<file path="config.mk">
export PLATFORM = sky130hd
export DESIGN_NAME = foreach_row_sequencer_flat
export DESIGN_NICKNAME = d
export VERILOG_FILES = /design/src/rtl/foreach_row_sequencer_if.sv /design/src/rtl/foreach_row_sequencer.sv /design/src/flat_wrapper.sv
export SDC_FILE = /design/constraint.sdc
export NUM_CORES = 1
export LEC_CHECK = 0
export ABC_CLOCK_PERIOD_IN_PS = 8400
export BUFFER_PORTS_ARGS = -buffer_cell sky130_fd_sc_hd__buf_4
export CORE_UTILIZATION = 59
export CTS_BUF_LIST = sky130_fd_sc_hd__clkbuf_4
export CTS_CLUSTER_DIAMETER = 200
export CTS_CLUSTER_SIZE = 12
export DETAILED_ROUTE_END_ITERATION = 16
export PLACE_DENSITY_LB_ADDON = 0.05
export SYNTH_ARGS = -nofsm -noshare
export SYNTH_HDL_FRONTEND = slang
export SYNTH_SLANG_ARGS = --single-unit
export TNS_END_PERCENT = 100
</file>
<file path="constraint.sdc">
create_clock -name clk -period 8.4 [get_ports clk]
set_input_delay 1.68 -clock clk [delete_from_list [all_inputs] [get_ports clk]]
set_output_delay 1.68 -clock clk [all_outputs]
set_load 0.02 [all_outputs]
</file>
<file path="src/rtl/foreach_row_sequencer_if.sv">
// Bus bundle between the processor core and the FOREACH row sequencer.
// master: core/memory side (drives start/abort/operands and the memory response).
// slave : sequencer side (drives the memory request and the status pulses).
//   start, abort        control from decode
//   baseAddr, rowCount  operands sampled on an accepted start
//   memRData, memReady  memory read data / access-complete strobe
//   memAddr, memWData   memory request address / write data
//   MRE, MWE            memory read / write enables
//   busy, done, aborted status: stall request, completion pulse, cancel pulse
interface foreach_row_sequencer_if #(
  parameter int unsigned MBUS = 32,
  parameter int unsigned CBUS = 16
);
  logic            start;
  logic            abort;
  logic [MBUS-1:0] baseAddr;
  logic [CBUS-1:0] rowCount;
  logic [MBUS-1:0] memRData;
  logic            memReady;
  logic [MBUS-1:0] memAddr;
  logic [MBUS-1:0] memWData;
  logic            MRE;
  logic            MWE;
  logic            busy;
  logic            done;
  logic            aborted;

  modport master (
    output start, abort, baseAddr, rowCount, memRData, memReady,
    input  memAddr, memWData, MRE, MWE, busy, done, aborted
  );

  modport slave (
    input  start, abort, baseAddr, rowCount, memRData, memReady,
    output memAddr, memWData, MRE, MWE, busy, done, aborted
  );
endinterface

</file>
<file path="src/rtl/foreach_row_sequencer.sv">
// FOREACH vector-op sequencer: for each of rowCount rows starting at baseAddr
// (STRIDE bytes apart) read the row, shift it left by SHAMT and write it back.
// Owns the data-memory port while busy; the core stalls on busy.
// Ports:
//   clk  system clock, all state on the rising edge
//   rst  synchronous reset, active-low
//   bus  foreach_row_sequencer_if slave modport (control, operands, memory port, status)
module foreach_row_sequencer #(
  parameter int unsigned MBUS   = 32,
  parameter int unsigned CBUS   = 16,
  parameter int unsigned STRIDE = 4,
  parameter int unsigned SHAMT  = 8
) (
  input  logic                    clk,
  input  logic                    rst,
  foreach_row_sequencer_if.slave  bus
);

  typedef enum logic [1:0] {
    IDLE   = 2'd0,
    READ   = 2'd1,
    WRITE  = 2'd2,
    FINISH = 2'd3
  } state_t;

  state_t          state, state_n;
  logic [CBUS-1:0] idx, idx_n;
  logic [CBUS-1:0] count, count_n;
  logic [MBUS-1:0] addr, addr_n;
  logic [MBUS-1:0] row, row_n;
  logic            aborted_q, aborted_n;

  always_ff @(posedge clk) begin
    if (!rst) begin
      state     <= IDLE;
      idx       <= '0;
      count     <= '0;
      addr      <= '0;
      row       <= '0;
      aborted_q <= 1'b0;
    end else begin
      state     <= state_n;
      idx       <= idx_n;
      count     <= count_n;
      addr      <= addr_n;
      row       <= row_n;
      aborted_q <= aborted_n;
    end
  end

  // The row address is kept as a running sum (base + idx*STRIDE built up by
  // adding STRIDE per row) instead of a multiply; wraps modulo 2^MBUS.
  always_comb begin
    state_n   = state;
    idx_n     = idx;
    count_n   = count;
    addr_n    = addr;
    row_n     = row;
    aborted_n = 1'b0;

    case (state)
      IDLE: begin
        if (bus.start && !bus.abort) begin
          addr_n  = bus.baseAddr;
          count_n = bus.rowCount;
          idx_n   = '0;
          state_n = (bus.rowCount == '0) ? FINISH : READ;
        end
      end
      READ: begin
        if (bus.memReady) begin
          row_n   = bus.memRData << SHAMT;
          state_n = WRITE;
        end
      end
      WRITE: begin
        if (bus.memReady) begin
          if (idx == count - CBUS'(1)) begin
            state_n = FINISH;
          end else begin
            idx_n   = idx + CBUS'(1);
            addr_n  = addr + MBUS'(STRIDE);
            state_n = READ;
          end
        end
      end
      FINISH: state_n = IDLE;
      default: state_n = IDLE;
    endcase

    // Abort overrides any progress in an active state; in IDLE it only blocks start.
    if (state != IDLE && bus.abort) begin
      state_n   = IDLE;
      aborted_n = 1'b1;
    end
  end

  // All outputs decode registered state only, so they are stable for the
  // whole of any access that is waiting on memReady.
  always_comb begin
    bus.MRE      = (state == READ);
    bus.MWE      = (state == WRITE);
    bus.memAddr  = (state == READ || state == WRITE) ? addr : '0;
    bus.memWData = (state == WRITE) ? row : '0;
    bus.busy     = (state != IDLE);
    bus.done     = (state == FINISH);
    bus.aborted  = aborted_q;
  end

endmodule

</file>
<file path="src/flat_wrapper.sv">
// flat-port wrapper written by rule: the top's interface ports become plain ports
module foreach_row_sequencer_flat 
#(
  parameter int unsigned MBUS   = 32,
  parameter int unsigned CBUS   = 16,
  parameter int unsigned STRIDE = 4,
  parameter int unsigned SHAMT  = 8
)
  (clk, rst, bus_start, bus_abort, bus_baseAddr, bus_rowCount, bus_memRData, bus_memReady, bus_memAddr, bus_memWData, bus_MRE, bus_MWE, bus_busy, bus_done, bus_aborted);
  foreach_row_sequencer_if #(.MBUS(MBUS), .CBUS(CBUS)) bus_i ();
  input  logic clk;
  input  logic rst;
  input wire logic [$bits(bus_i.start)-1:0] bus_start;
  input wire logic [$bits(bus_i.abort)-1:0] bus_abort;
  input wire logic [$bits(bus_i.baseAddr)-1:0] bus_baseAddr;
  input wire logic [$bits(bus_i.rowCount)-1:0] bus_rowCount;
  input wire logic [$bits(bus_i.memRData)-1:0] bus_memRData;
  input wire logic [$bits(bus_i.memReady)-1:0] bus_memReady;
  output wire logic [$bits(bus_i.memAddr)-1:0] bus_memAddr;
  output wire logic [$bits(bus_i.memWData)-1:0] bus_memWData;
  output wire logic [$bits(bus_i.MRE)-1:0] bus_MRE;
  output wire logic [$bits(bus_i.MWE)-1:0] bus_MWE;
  output wire logic [$bits(bus_i.busy)-1:0] bus_busy;
  output wire logic [$bits(bus_i.done)-1:0] bus_done;
  output wire logic [$bits(bus_i.aborted)-1:0] bus_aborted;
  assign bus_i.start = bus_start;
  assign bus_i.abort = bus_abort;
  assign bus_i.baseAddr = bus_baseAddr;
  assign bus_i.rowCount = bus_rowCount;
  assign bus_i.memRData = bus_memRData;
  assign bus_i.memReady = bus_memReady;
  assign bus_memAddr = bus_i.memAddr;
  assign bus_memWData = bus_i.memWData;
  assign bus_MRE = bus_i.MRE;
  assign bus_MWE = bus_i.MWE;
  assign bus_busy = bus_i.busy;
  assign bus_done = bus_i.done;
  assign bus_aborted = bus_i.aborted;
  foreach_row_sequencer #(.MBUS(MBUS), .CBUS(CBUS), .STRIDE(STRIDE), .SHAMT(SHAMT)) u_core (.clk(clk), .rst(rst), .bus(bus_i));
endmodule
</file>
==> results.cfg <==
[placed_design]
pre_cts_slack_ns = 4.47
place_area_mm2 = 0.00638
gp_congestion = 0.886
dp_hpwl_um = 9920
portBuffers = 137

[die]
io-pin-count = 154
core_mm2 = 0.00885
num_rows = 34
die_y_um = 98.1
die_w_um = 98.1
initial_core_util = 0.616
die_area_mm2 = 0.00963

[synth]
synth_cell_types = 58
synth_top_cell_area_share = 0.334
synth-edff-count = 0
yosysSeqAreaShare = 0.334
yosys_warnings = 0
avgSynthCellArea_um2 = 7.33
syn_area_mm2 = 0.00545
synth_top_flop_cell = dfxtp_1
syn-instance-count = 744
ys_ff_latch = 91
async_reset_ff_frac = 0
synth_top_area_cell = dfxtp_1
synth_area_leaders = dfxtp_1 33%, nand2_1 10%, a21oi_1 7.7%

[global_routing]
grtUsageTotal = 0.295
grt_pass1_wl_um = 23700
antenna_found_initial = 0
grt_overflow = 0
grt_pass1_vias = 5225
grt_max_degree = 65

[timing]
fin_ws_ns = 4.46
fin_setup_tns_ns = 0
tightest_slew_ns = 1.18
setup_violations = 0
fin_skew_ns = 0.0244
clock.fmax_ghz = 0.254
post-route-period-util = 0.469
rsz0062_at_grt = no
slew_headroom = 0.212
final_hold_viol_count = 0
period_minus_slack_ns = 3.94
maxSlewViolCount = 0

[min_path]
hold_depth = 2
min_from = u_core.row[22]
whs_endpoint = u_core.row[22]
hold_path.class = flop to flop

[clock_tree]
htree_num_levels = 3
post_cts_resized = 0
cts.clk_slew.worst_paths_ns = 0.15
clk_latency_ns = 0.45
clock_path_buffers = 2
cts-root-buf = clkbuf_4
cts_hold_buffers = 0
cts_made_buffers = 9
cts_tree = built
cts_setup_buffers = 0
cts_sinks = 91

[run]
cap_violations = 0

[final_layout]
fin_nets = 938
area_delta_synth_final_pct = 19.5
final_cell_area_mm2 = 0.00652
antenna_cells = 0
final_cell_mix = 145 x nand2_1, 141 x buf_4, 91 x dfxtp_1
fillers = 737
fin_util = 0.736
drive_above_1_share = 0.218
final_common_cell = nand2_1

[setup_path]
critPathMaxStageDelay_ns = 0.97
reg2regPathDepth = 10
path_max_fanout = 64
critPathRequiredTime_ns = 8.74
path_class = flop to flop
reg2reg_slack_ns = 4.46
crit_arrival_ns = 4.28
crit_path_start_kind = flop
crit_chain = inv_1, ha_2, buf_4, nand3_1, nor3_1, and4_1, o2111ai_2, o21ai_4, nor2_1, o221a_2
crit_slowest_cell = o21ai_4
endpoint_kind = flop
r2r-start = u_core.state[0]
r2r_end = u_core.addr[27]

[power_and_ir_drop]
cellLeakagePower_nw = 2.60
peakVddDrop_mv = 0.152
clkPwrFrac = 0.147
intPower_mw = 0.928
power_frac_seq = 0.359
power_mw = 1.72
sw_frac_of_total = 0.459
combPwrFrac = 0.494
power_density_mw_per_mm2 = 263
switching_power_mw = 0.787

[outcome]
violations = design-rule violations
status = finished, violations left

[detailed_routing]
drc = 3
drtAntennaViolNets = 0
drtIter0Drc = 231
vias_per_cell = 5.90
wl_per_cell_um = 14.9
wirelength_um = 14300
vias = 5650
firstDrtPassIters = 12
## cells in the mapped netlist (3+ instances only)
| master | count |
|---|---|
| nand4_1 | 9 |
| a21oi_1 | 84 |
| dfxtp_1 | 91 |
| xor2_1 | 8 |
| o21bai_1 | 3 |
| o31ai_1 | 10 |
| nand3_1 | 33 |
| or4_1 | 3 |
| o211ai_1 | 5 |
| o221ai_1 | 3 |
| o21ai_1 | 8 |
| inv_1 | 14 |
| o22ai_1 | 12 |
| buf_2 | 7 |
| and3_1 | 13 |
| nor3_1 | 13 |
| nand2_1 | 145 |
| ha_1 | 8 |
| o2bb2ai_1 | 3 |
| a31oi_1 | 9 |
| nor2b_1 | 4 |
| clkbuf_1 | 36 |
| nor4_1 | 7 |
| or3_1 | 12 |
| and4_1 | 5 |
| o221a_2 | 6 |
| buf_4 | 8 |
| buf_6 | 5 |
| xnor2_1 | 13 |
| and2_1 | 62 |
| a211oi_1 | 10 |
| or2_2 | 6 |
| o21ai_0 | 18 |
| o32ai_1 | 3 |
| nor2_1 | 37 |
| a21oi_2 | 3 |
## worst max-delay path, delay by kind of cell (launching register included)
kind	cells	cell delay, ns
AOI/OAI and AO/OA	3	1.50
adders and majority gates	1	0.48
buffers and inverters	2	0.73
DFF	1	0.37
and+or+nand+nor	4	0.73
## logic make-up (layout without fill, tap and decap cells)
family | count (synthesis) | after routing | synth area share
AO/OA/AOI/OAI | 192 | 192 | 0.223
XOR/XNOR | 21 | 21 | 0.0337
adder cells (fa/ha/maj) | 8 | 8 | 0.0184
buffers and inverters | 73 | 172 | 0.0643
flip-flops | 91 | 91 | 0.334
multiplexers | 2 | 2 | 0.00367
other | 1 | 8 | 0.000688
AND/OR/NAND/NOR | 356 | 356 | 0.322
## through the flow
step	instances	hold WS, ns
2_1_floorplan	751	0.432
5_1_grt	958	0.486
3_5_place_dp	942	0.442
4_1_cts	958	0.462
3_3_place_gp	942	0.437
6_report	958	0.459
## how the worst max path moves through the flow
stage	start	endpoint	slack (ns)	depth (start not counted)
finish	u_core.state[0]	u_core.addr[27]	4.46	10
floorplan	u_core.state[0]	bus_memWData[10]	4.95	6
global route	u_core.state[0]	u_core.idx[9]	4.03	10
detailed placement	u_core.state[0]	u_core.addr[29]	4.47	10
global placement	u_core.state[0]	u_core.addr[29]	4.55	10
CTS	u_core.state[0]	u_core.addr[27]	4.49	10
## power by group through the flow
stage	clock, mW	combinational, mW	sequential (mW)
2_1_floorplan	0	0.663	0.595
3_3_place_gp	0	0.819	0.615
3_5_place_dp	0	0.845	0.622
4_1_cts	0.254	0.847	0.613
5_1_grt	0.270	0.937	0.630
6_report	0.252	0.847	0.616
## sequential cells by signal (all words and copies together) (netlist names)
name                cells
u_core.addr            32
u_core.row             24
u_core.count           16
u_core.idx             16
u_core.state            2
u_core.bus.aborted      1
## metal layers
metal / GRT usage / wire, µm / part of all wire
met2: 0.514 / 7120 / 0.50
met1: 0.369 / 6100 / 0.43
met3: 0.0551 / 917 / 0.064
met4: 0.0897 / 181 / 0.013
met5: 0 / 0 / 0
## area by class of cell
class	instances	area (µm²)	area share
multi-input cells	587	3310	0.508
flip-flops and latches	91	1820	0.280
repair buffers	141	1060	0.162
well taps	108	135	0.0207
clock inverters	7	68.8	0.0106
clock buffers	9	67.6	0.0104
inverters	15	56.3	0.00864
Note: power is estimated with default switching activity, not from simulation.
